## src/rtl/dps_pkg.sv

```systemverilog
`default_nettype none
// =====================================================================
// dps_pkg : shared state encoding and default sizing for delay_path_sched
// Revision 1.0
// =====================================================================
package dps_pkg;

    localparam int c_npath_default   = 4;
    localparam int c_cnt_w_default   = 8;
    localparam int c_timeout_default = 200;

    typedef enum logic [1:0] {
        ST_IDLE   = 2'd0,
        ST_LAUNCH = 2'd1,
        ST_WAIT   = 2'd2,
        ST_REPORT = 2'd3
    } dps_state_e;

endpackage : dps_pkg
`default_nettype wire

```

## src/rtl/dps_sync2.sv

```systemverilog
`default_nettype none
// =====================================================================
// dps_sync2 : two-flop synchronizer bank for asynchronous level inputs
// Revision 1.0
// =====================================================================
module dps_sync2 #(
    parameter int WIDTH = 1
) (
    input  logic             clk,
    input  logic             rst_n,
    input  logic [WIDTH-1:0] d_i,
    output logic [WIDTH-1:0] q_o
);

    logic [WIDTH-1:0] meta_q, meta_d;
    logic [WIDTH-1:0] sync_q, sync_d;

    always_comb begin
        meta_d = d_i;
        sync_d = meta_q;
    end

    always_ff @(posedge clk or negedge rst_n) begin
        if (!rst_n) begin
            meta_q <= '0;
            sync_q <= '0;
        end else begin
            meta_q <= meta_d;
            sync_q <= sync_d;
        end
    end

    assign q_o = sync_q;

endmodule : dps_sync2
`default_nettype wire

```

## src/rtl/delay_path_sched.sv

```systemverilog
`default_nettype none
// =====================================================================
// delay_path_sched : round-robin launcher that times one delay path at a
//                    time from its launch edge to the synchronised arrival.
// Revision 1.0
// =====================================================================
module delay_path_sched
    import dps_pkg::*;
#(
    parameter int NPATH   = c_npath_default,
    parameter int CNT_W   = c_cnt_w_default,
    parameter int TIMEOUT = c_timeout_default
) (
    input  logic                     clk,
    input  logic                     rst_n,
    input  logic [NPATH-1:0]         req_i,
    output logic [NPATH-1:0]         gnt_o,
    output logic [NPATH-1:0]         launch_o,
    input  logic [NPATH-1:0]         arrive_i,
    output logic                     res_valid_o,
    input  logic                     res_ready_i,
    output logic [$clog2(NPATH)-1:0] res_path_o,
    output logic [CNT_W-1:0]         res_cnt_o,
    output logic                     res_timeout_o,
    output logic                     busy_o
);

    localparam int               IDX_W         = $clog2(NPATH);
    localparam int               SUM_W         = IDX_W + 1;
    localparam logic [CNT_W-1:0] c_timeout_cnt = CNT_W'(TIMEOUT);
    localparam logic [IDX_W-1:0] c_last_idx    = IDX_W'(NPATH - 1);
    localparam logic [SUM_W-1:0] c_npath_sum   = SUM_W'(NPATH);

    dps_state_e       state_q, state_d;
    logic [IDX_W-1:0] sel_q, sel_d;
    logic [IDX_W-1:0] ptr_q, ptr_d;
    logic [NPATH-1:0] launch_q, launch_d;
    logic             base_q, base_d;
    logic [CNT_W-1:0] cnt_q, cnt_d;
    logic [CNT_W-1:0] res_cnt_q, res_cnt_d;
    logic             res_to_q, res_to_d;

    logic [NPATH-1:0] arr_s;
    logic [SUM_W-1:0] w_cand_sum [NPATH];
    logic [IDX_W-1:0] w_cand     [NPATH];
    logic [IDX_W-1:0] w_rr_idx;
    logic             w_rr_hit;
    logic [CNT_W-1:0] w_cnt_inc;
    logic             w_busy;

    dps_sync2 #(
        .WIDTH (NPATH)
    ) u_sync (
        .clk   (clk),
        .rst_n (rst_n),
        .d_i   (arrive_i),
        .q_o   (arr_s)
    );

    // Candidate k is the path k places after the round-robin pointer.
    for (genvar gi = 0; gi < NPATH; gi++) begin : g_cand
        assign w_cand_sum[gi] = {1'b0, ptr_q} + SUM_W'(gi);
        assign w_cand[gi]     = (w_cand_sum[gi] >= c_npath_sum)
                              ? IDX_W'(w_cand_sum[gi] - c_npath_sum)
                              : w_cand_sum[gi][IDX_W-1:0];
    end

    always_comb begin
        w_rr_hit = 1'b0;
        w_rr_idx = '0;
        // Scan farthest first so the nearest requester overwrites the choice.
        for (int k = NPATH - 1; k >= 0; k--) begin
            if (req_i[w_cand[k]]) begin
                w_rr_hit = 1'b1;
                w_rr_idx = w_cand[k];
            end
        end
    end

    assign w_cnt_inc = cnt_q + 1'b1;

    always_comb begin
        state_d   = state_q;
        sel_d     = sel_q;
        ptr_d     = ptr_q;
        launch_d  = launch_q;
        base_d    = base_q;
        cnt_d     = cnt_q;
        res_cnt_d = res_cnt_q;
        res_to_d  = res_to_q;

        case (state_q)
            ST_IDLE: begin
                if (w_rr_hit) begin
                    sel_d   = w_rr_idx;
                    state_d = ST_LAUNCH;
                end
            end
            ST_LAUNCH: begin
                launch_d[sel_q] = ~launch_q[sel_q];
                base_d          = arr_s[sel_q];
                cnt_d           = '0;
                ptr_d           = (sel_q == c_last_idx) ? '0 : sel_q + 1'b1;
                state_d         = ST_WAIT;
            end
            ST_WAIT: begin
                cnt_d = w_cnt_inc;
                // An arrival seen on the final cycle still wins over the abort.
                if (arr_s[sel_q] != base_q) begin
                    res_cnt_d = w_cnt_inc;
                    res_to_d  = 1'b0;
                    state_d   = ST_REPORT;
                end else if (w_cnt_inc == c_timeout_cnt) begin
                    res_cnt_d = c_timeout_cnt;
                    res_to_d  = 1'b1;
                    state_d   = ST_REPORT;
                end
            end
            ST_REPORT: begin
                if (res_ready_i) begin
                    state_d = ST_IDLE;
                end
            end
            default: begin
                state_d = ST_IDLE;
            end
        endcase
    end

    always_ff @(posedge clk or negedge rst_n) begin
        if (!rst_n) begin
            state_q <= ST_IDLE;
        end else begin
            state_q <= state_d;
        end
    end

    always_ff @(posedge clk or negedge rst_n) begin
        if (!rst_n) begin
            sel_q     <= '0;
            ptr_q     <= '0;
            launch_q  <= '0;
            base_q    <= 1'b0;
            cnt_q     <= '0;
            res_cnt_q <= '0;
            res_to_q  <= 1'b0;
        end else begin
            sel_q     <= sel_d;
            ptr_q     <= ptr_d;
            launch_q  <= launch_d;
            base_q    <= base_d;
            cnt_q     <= cnt_d;
            res_cnt_q <= res_cnt_d;
            res_to_q  <= res_to_d;
        end
    end

    assign w_busy = (state_q != ST_IDLE);

    for (genvar gi = 0; gi < NPATH; gi++) begin : g_gnt
        assign gnt_o[gi] = w_busy && (sel_q == IDX_W'(gi));
    end

    assign launch_o      = launch_q;
    assign res_valid_o   = (state_q == ST_REPORT);
    assign res_path_o    = sel_q;
    assign res_cnt_o     = res_cnt_q;
    assign res_timeout_o = res_to_q;
    assign busy_o        = w_busy;

endmodule : delay_path_sched
`default_nettype wire
```

## config.mk

```make
export PLATFORM = sky130hd
export DESIGN_NAME = delay_path_sched
export DESIGN_NICKNAME = d
export VERILOG_FILES = /design/src/rtl/dps_pkg.sv /design/src/rtl/dps_sync2.sv /design/src/rtl/delay_path_sched.sv
export SDC_FILE = /design/constraint.sdc
export NUM_CORES = 1
export LEC_CHECK = 0
export CORE_UTILIZATION = 56
export DETAILED_ROUTE_END_ITERATION = 16
export PLACE_DENSITY = 0.84
export RECOVER_POWER = 100
export SLEW_MARGIN = 20
export SYNTH_ARGS = -nofsm -noshare
export SYNTH_HDL_FRONTEND = slang
export SYNTH_SLANG_ARGS = --single-unit
```

## constraint.sdc

```tcl
create_clock -name clk -period 4.3 [get_ports clk]
set_clock_uncertainty 0.05 [all_clocks]
set_input_delay 0.43 -clock clk [delete_from_list [all_inputs] [get_ports clk]]
set_output_delay 0.43 -clock clk [all_outputs]
set_load 0.01 [all_outputs]
```

==> metrics.yaml, run 1 <==
outcome:
  status: "complete, no violations"
floorplan:
  start_util: 0.605
  ios: 32
  core_um2: 3130
  rows: 20
  die_area_um2: 3620
  fp.dieH_um: 60.1
  die_w_um: 60.1
clocking:
  post-cts-setup-buffers: 0
  htree_levels: 2
  cts-buffers-inserted: 5
  cts_tree: "done"
  clk_path_buf_depth: 2
  clkTransAtPathRegs_ns: 0.11
  postCtsHoldBufs: 0
  cts_resized: 0
  cts_sinks: 36
  cts_root_buffer: "clkbuf_4"
  insertion_delay_ns: 0.35
global_route:
  grt_antenna_before_repair: 0
  track_usage: 0.249
  grt_pass1_vias: 1425
  grt_overflow: 0
  grt_pass1_wl_um: 6400
  grt_max_degree: 24
power:
  leakagePower_nw: 0.994
  total_power_mw: 1.33
  peakVddDrop_mv: 0.392
  power.density_nw_per_um2: 597
setup_path:
  worstPathMaxFanout: 9
  crit_chain: "ha_1 -> nand3_1 -> nor4_1 -> o31ai_1 -> nor4_1 -> o22ai_1"
  cp_num_buf_inv: 0
  crit_type: "reg -> reg"
  startpoint_type: "register"
  cp.required_ns: 4.43
  crit_path_max_incr_delay_ns: 0.99
  reg2reg_setup_slack_ns: 1.46
  path_delay_family: "simple AND/OR/NAND/NOR gates"
  endpoint_kind: "register"
  critical-path-slowest-cell: "nor4_1"
  rr_startpoint: "cnt_q[0]$_DFFE_PN0P_"
  cpMostUsedCell: "nor4_1"
  arrival_ns: 2.96
  r2r_end: "res_cnt_o[2]$_DFFE_PN0P_"
  ff2ff_path_depth: 6
sta:
  period_share: 0.659
  tightest_slew_ns: 1.29
  setup_tns_ns: 0
  maxSlewHeadroom: 0.133
  drv_slew: 0
  period_needed_ns: 2.84
  rsz0062_at_grt: "no"
  fmax_mhz: 353
  setup_viol: 0
  hold_viol: 0
routing:
  first_pass_iters: 4
  met2_length_um: 2020
  drcViolationCount: 0
  postRouteAntennaNets: 0
  top_layer: "met4"
  drt_iter0_drc: 65
  drt-vias-per-instance: 5.68
  vias: 1461
  post_drt_wl_per_cell_um: 15.5
  wl_met1_um: 1760
  finalWirelength_um: 3990
  routed-wl-met3_um: 150
final_layout:
  drive_gt1_frac: 0.0845
  num_antenna_cells: 0
  nets: 234
  area_delta_synth_final_pct: 18.1
logic_synthesis:
  syn_avg_cell_area_um2: 10.5
  ys_types: 41
  synthTopCellsByArea: "dfrtp_1 48%, ha_1 7.3%, a21oi_1 3.7%"
  synth.top_cell.area_share: 0.476
  synth_nets: 202
  synth_top_flop_cell: "dfrtp_1"
  ys_seq_elements: 36
  synth_edf_count: 0
  synth_top_area_cell: "dfrtp_1"
  netlist_top_cells_count: "36 x dfrtp_1, 14 x a21oi_1, 14 x inv_1"
  netlist_area_um2: 1890
  synth_cells: 180
  yosys_warnings: 0
  seq_area_frac_synth: 0.476
  async_reset_ff_frac: 1.00
  synth.most_common_cell: "dfrtp_1"
placement:
  dp_hpwl_um: 2920
  routabilityCongestion: 0.873
  port_buffers: 31
hold_path:
  min_path_type: "in -> async"
job:
  drv_cap: 0
## cell families (layout without fill, tap and decap cells)
kind of cell             count (synthesis)  count (layout)  synth area share
buffers and inverters                   22              55            0.0608
adder cells (fa/ha/maj)                 11              11            0.0727
flip-flops                              36              36             0.476
AO/OA/AOI/OAI                           46              46             0.151
multiplexers                             7               7            0.0522
AND/OR/NAND/NOR                         51              51             0.151
XOR/XNOR                                 7               7            0.0364
## where the power goes
part / internal, mW / switching (mW) / leakage [nW] / total [mW]
clock network: 0.0656 / 0.113 / 0.0295 / 0.179
registers: 0.422 / 0.0851 / 0.454 / 0.507
logic: 0.289 / 0.359 / 0.510 / 0.648
## stage by stage
| step | utilization | hold slack (ns) | worst slack, ns | cell area, um2 | cells |
|---|---|---|---|---|---|
| after global placement | 0.706 | 0.284 | 2.16 | 2210 | 249 |
| after global routing | 0.715 | 0.315 | 1.19 | 2240 | 257 |
| final | 0.715 | 0.260 | 1.46 | 2240 | 257 |
| after floorplan | - | 0.0844 | 2.39 | 1890 | 180 |
| after CTS | 0.723 | 0.309 | 1.89 | 2260 | 257 |
| after detailed placement | 0.706 | 0.285 | 2.06 | 2210 | 249 |
## cell usage in the layout (no fill, tap or decap), types with 6 or more instances in the layout
cell	n
nor2_1	11
ha_1	11
dfrtp_1	36
dlygate4sd3_1	26
nand2_1	13
a21oi_1	14
o21ai_0	6
inv_1	14
o22ai_1	10
## routing by layer
layer | GRT usage | up-vias
li1 | - | 703
met1 | 0.305 | 722
met2 | 0.414 | 30
met3 | 0.0584 | 6
met4 | 0.113 | 0
met5 | 0 | -
## cell type report
class / instances / area [um2]
inverter: 15 / 56.3
clock inverter: 1 / 8.76
tap: 44 / 55.1
sequential: 36 / 901
fill: 227 / 892
clock buffer: 7 / 45.0
multi-input combinational: 122 / 862
timing repair buffer: 32 / 308
## worst register-to-register path, cell delays in order (launching register included)
cell and delay [ns]:
dfrtp_1 0.45, ha_1 0.38, nand3_1 0.16, nor4_1 0.23
o31ai_1 0.17, nor4_1 0.99, o22ai_1 0.24
## worst max-delay path by stage
stage	start	end	slack, ns	depth (start not counted)
floorplan	cnt_q[0]$_DFFE_PN0P_	res_cnt_o[7]$_DFFE_PN0P_	2.39	7
global placement	res_path_o[0]$_DFFE_PN0P_	res_cnt_o[7]$_DFFE_PN0P_	2.16	4
detailed placement	cnt_q[0]$_DFFE_PN0P_	state_q[0]$_DFFE_PN0P_	2.06	6
CTS	res_path_o[0]$_DFFE_PN0P_	gnt_o[0]	1.89	4
global route	state_q[0]$_DFFE_PN0P_	res_cnt_o[2]$_DFFE_PN0P_	1.19	5
finish	cnt_q[0]$_DFFE_PN0P_	res_cnt_o[2]$_DFFE_PN0P_	1.46	6
## flip-flops by register name, indices dropped and copies added (netlist names)
register and cells:
res_timeout_o 1, u_sync.meta_q 4, res_cnt_o 8, u_sync.q_o 4, launch_o 4, ptr_q 2
cnt_q 8, state_q 2, res_path_o 2, base_q 1
Power figures use the tool's default switching activity.
==> run 2: changes to the inputs <==
--- a/config.mk
+++ b/config.mk
@@ -5,9 +5,9 @@
 export SDC_FILE = /design/constraint.sdc
 export NUM_CORES = 1
 export LEC_CHECK = 0
-export CORE_UTILIZATION = 56
+export CORE_UTILIZATION = 52
 export DETAILED_ROUTE_END_ITERATION = 16
-export PLACE_DENSITY = 0.84
+export PLACE_DENSITY = 0.78
 export RECOVER_POWER = 100
 export SLEW_MARGIN = 20
 export SYNTH_ARGS = -nofsm -noshare
==> constraint.sdc (replaced) <==
create_clock -name clk -period 3 [get_ports clk]
set_clock_uncertainty 0.05 [all_clocks]
set_input_delay 0.3 -clock clk [delete_from_list [all_inputs] [get_ports clk]]
set_output_delay 0.3 -clock clk [all_outputs]
set_load 0.01 [all_outputs]
==> metrics.yaml, run 2 (synthesis gave the netlist of run 1 again) <==
routing:
  drt-vias-per-instance: 5.51  # -3.1%
  met2_length_um: 1720  # -15%
  first_pass_iters: 4  # unchanged
  drcViolationCount: 0  # unchanged
  vias: 1426  # -2.4%
  post_drt_wl_per_cell_um: 14.1  # -8.8%
  top_layer: "met4"
  drt_iter0_drc: 92  # +42%
  routed-wl-met3_um: 187  # +25%
  postRouteAntennaNets: 0  # unchanged
  wl_met1_um: 1700  # -3.0%
  finalWirelength_um: 3660  # -8.1%
power:
  p_seq_frac: 0.342  # -0.038
  total_power_mw: 2.13  # +60%
  leakagePower_nw: 1.03  # +3.9%
  clkPwrFrac: 0.239  # +0.105
  p_int_mw: 1.36  # +75%
  comb_power_share: 0.419  # -0.067
  power_switching_share: 0.361  # -0.0574
  power.density_nw_per_um2: 915  # +53%
  peakVddDrop_mv: 0.498  # +27%
  p_sw_mw: 0.767  # +38%
hold_path:
  min_path_type: "reg -> reg"
  min_from: "u_sync.meta_q[2]$_DFF_PN0_"
  min_to: "u_sync.q_o[2]$_DFF_PN0_"
  whs_path_depth: 0
job:
  drv_cap: 1  # +1
clocking:
  cts_root_buffer: "clkbuf_4"
  cts_sinks: 36  # unchanged
  cts_tree: "done"
  clk_path_buf_depth: 2  # unchanged
  htree_levels: 2  # unchanged
  cts-buffers-inserted: 5  # unchanged
  insertion_delay_ns: 0.34  # about the same
  post-cts-setup-buffers: 0  # unchanged
  cts_resized: 0  # unchanged
  postCtsHoldBufs: 0  # unchanged
  clkTransAtPathRegs_ns: 0.11  # about the same
floorplan:
  ios: 32  # unchanged
  fp.dieH_um: 62.3  # +3.6%
  core_um2: 3420  # +9.2%
  start_util: 0.554  # -0.0510
  die_area_um2: 3890  # +7.4%
  rows: 21  # +5.0%
  die_w_um: 62.3  # +3.6%
sta:
  period_needed_ns: 2.41  # -0.422 ns
  tightest_slew_ns: 1.82  # +0.527 ns
  fmax_mhz: 414  # +17%
  period_share: 0.805  # +0.145
  maxSlewHeadroom: -0.210  # -0.344
  rsz0062_at_grt: "no"
  hold_viol: 0  # unchanged
  setup_viol: 0  # unchanged
  setup_tns_ns: 0  # unchanged
  drv_slew: 37  # +37
setup_path:
  crit_type: "reg -> reg"
  reg2reg_setup_slack_ns: 0.59  # -0.88 ns
  cp.required_ns: 3.13  # -1.30 ns
  startpoint_type: "register"
  arrival_ns: 2.54  # -0.42 ns
  endpoint_kind: "register"
  rr_startpoint: "state_q[0]$_DFFE_PN0P_"
  ff2ff_path_depth: 5  # -1
  r2r_end: "res_cnt_o[0]$_DFFE_PN0P_"
  worstPathMaxFanout: 9  # unchanged
outcome:
  status: "complete, but fails checks"
  violations: "capacitance limit, slew limit"
global_route:
  grt_pass1_vias: 1355  # -4.9%
  grt_overflow: 0  # unchanged
  grt_max_degree: 37  # +54%
  grt_antenna_before_repair: 0  # unchanged
  track_usage: 0.214  # -0.0352
  grt_pass1_wl_um: 6400  # unchanged
final_layout:
  seqCellArea_um2: 901  # unchanged
  layout_common_cells: "36 x dfrtp_1, 26 x dlygate4sd3_1, 14 x inv_1, 14 x a21oi_1, 13 x nand2_1"
  nets: 234  # unchanged
  num_antenna_cells: 0  # unchanged
  area_delta_synth_final_pct: 22.8
  multi_input_area_um2: 868  # +0.73%
  drive_gt1_frac: 0.0986  # +0.0141
  fillers: 258  # +14%
  final_common_cell: "dfrtp_1"
placement:
  port_buffers: 31  # unchanged
  routabilityCongestion: 0.940  # +7.7%
  dp_hpwl_um: 2650  # -9.3%
[run 2: cell types whose count changed in the layout (fill, tap and decap cells not counted)]
cell             before  now
nor4_2                0    1
bufinv_16             0    3
clkdlybuf4s50_1       4    5
nor4_1                3    2
clkinv_4              1    0
clkbuf_1              4    1
[run 2: routing by layer]
metal  track usage  vias to the layer above
met1         0.305                      672
li1              -                      705
met2         0.321                       44
met5             0                        -
met3        0.0515                        5
met4        0.0698                        0
[run 2: metrics by stage]
step / area (um2) / hold slack [ns] / setup slack (ns) / util / cells
detailed placement: 2210 / 0.290 / 0.764 / 0.647 / 251
global route: 2320 / 0.327 / 0.349 / 0.681 / 259
floorplan: 1890 / -0.0456 / 1.09 / - / 180
finish: 2320 / 0.315 / 0.586 / 0.681 / 259
global placement: 2210 / 0.285 / 0.875 / 0.647 / 251
CTS: 2340 / 0.318 / 0.716 / 0.684 / 259
[run 2: how the worst max path moves through the flow]
stage | slack, ns | endpoint | startpoint
2_1_floorplan | 1.09 | res_cnt_o[7]$_DFFE_PN0P_ | cnt_q[0]$_DFFE_PN0P_
3_3_place_gp | 0.88 | res_cnt_o[6]$_DFFE_PN0P_ | res_path_o[0]$_DFFE_PN0P_
3_5_place_dp | 0.76 | res_cnt_o[7]$_DFFE_PN0P_ | res_path_o[0]$_DFFE_PN0P_
4_1_cts | 0.72 | gnt_o[2] | state_q[0]$_DFFE_PN0P_
5_1_grt | 0.35 | res_cnt_o[2]$_DFFE_PN0P_ | cnt_q[0]$_DFFE_PN0P_
6_report | 0.59 | res_cnt_o[0]$_DFFE_PN0P_ | state_q[0]$_DFFE_PN0P_
[run 2: worst max-delay path, cell delays in order (launching register included)]
cell and delay (ns):
dfrtp_1 0.45, inv_1 0.13, ha_1 0.34, clkinv_1 0.32, nor4_2 0.78, o22ai_1 0.19
[run 2: layout make-up]
type	instances	area share
Multi-Input combinational cell	122	0.374
Clock buffer	5	0.0161
Clock inverter	3	0.0388
Tap cell	46	0.0248
Timing Repair Buffer	32	0.135
Sequential cell	36	0.388
Inverter	15	0.0242
[run 2: power by group through the flow]
stage          Combinational (mW)  Sequential [mW]  Clock [mW]
3_3_place_gp                0.914            0.726           0
4_1_cts                     0.941            0.731       0.517
2_1_floorplan               0.618            0.736           0
3_5_place_dp                0.936            0.738           0
5_1_grt                     0.995            0.747       0.540
6_report                    0.892            0.728       0.508
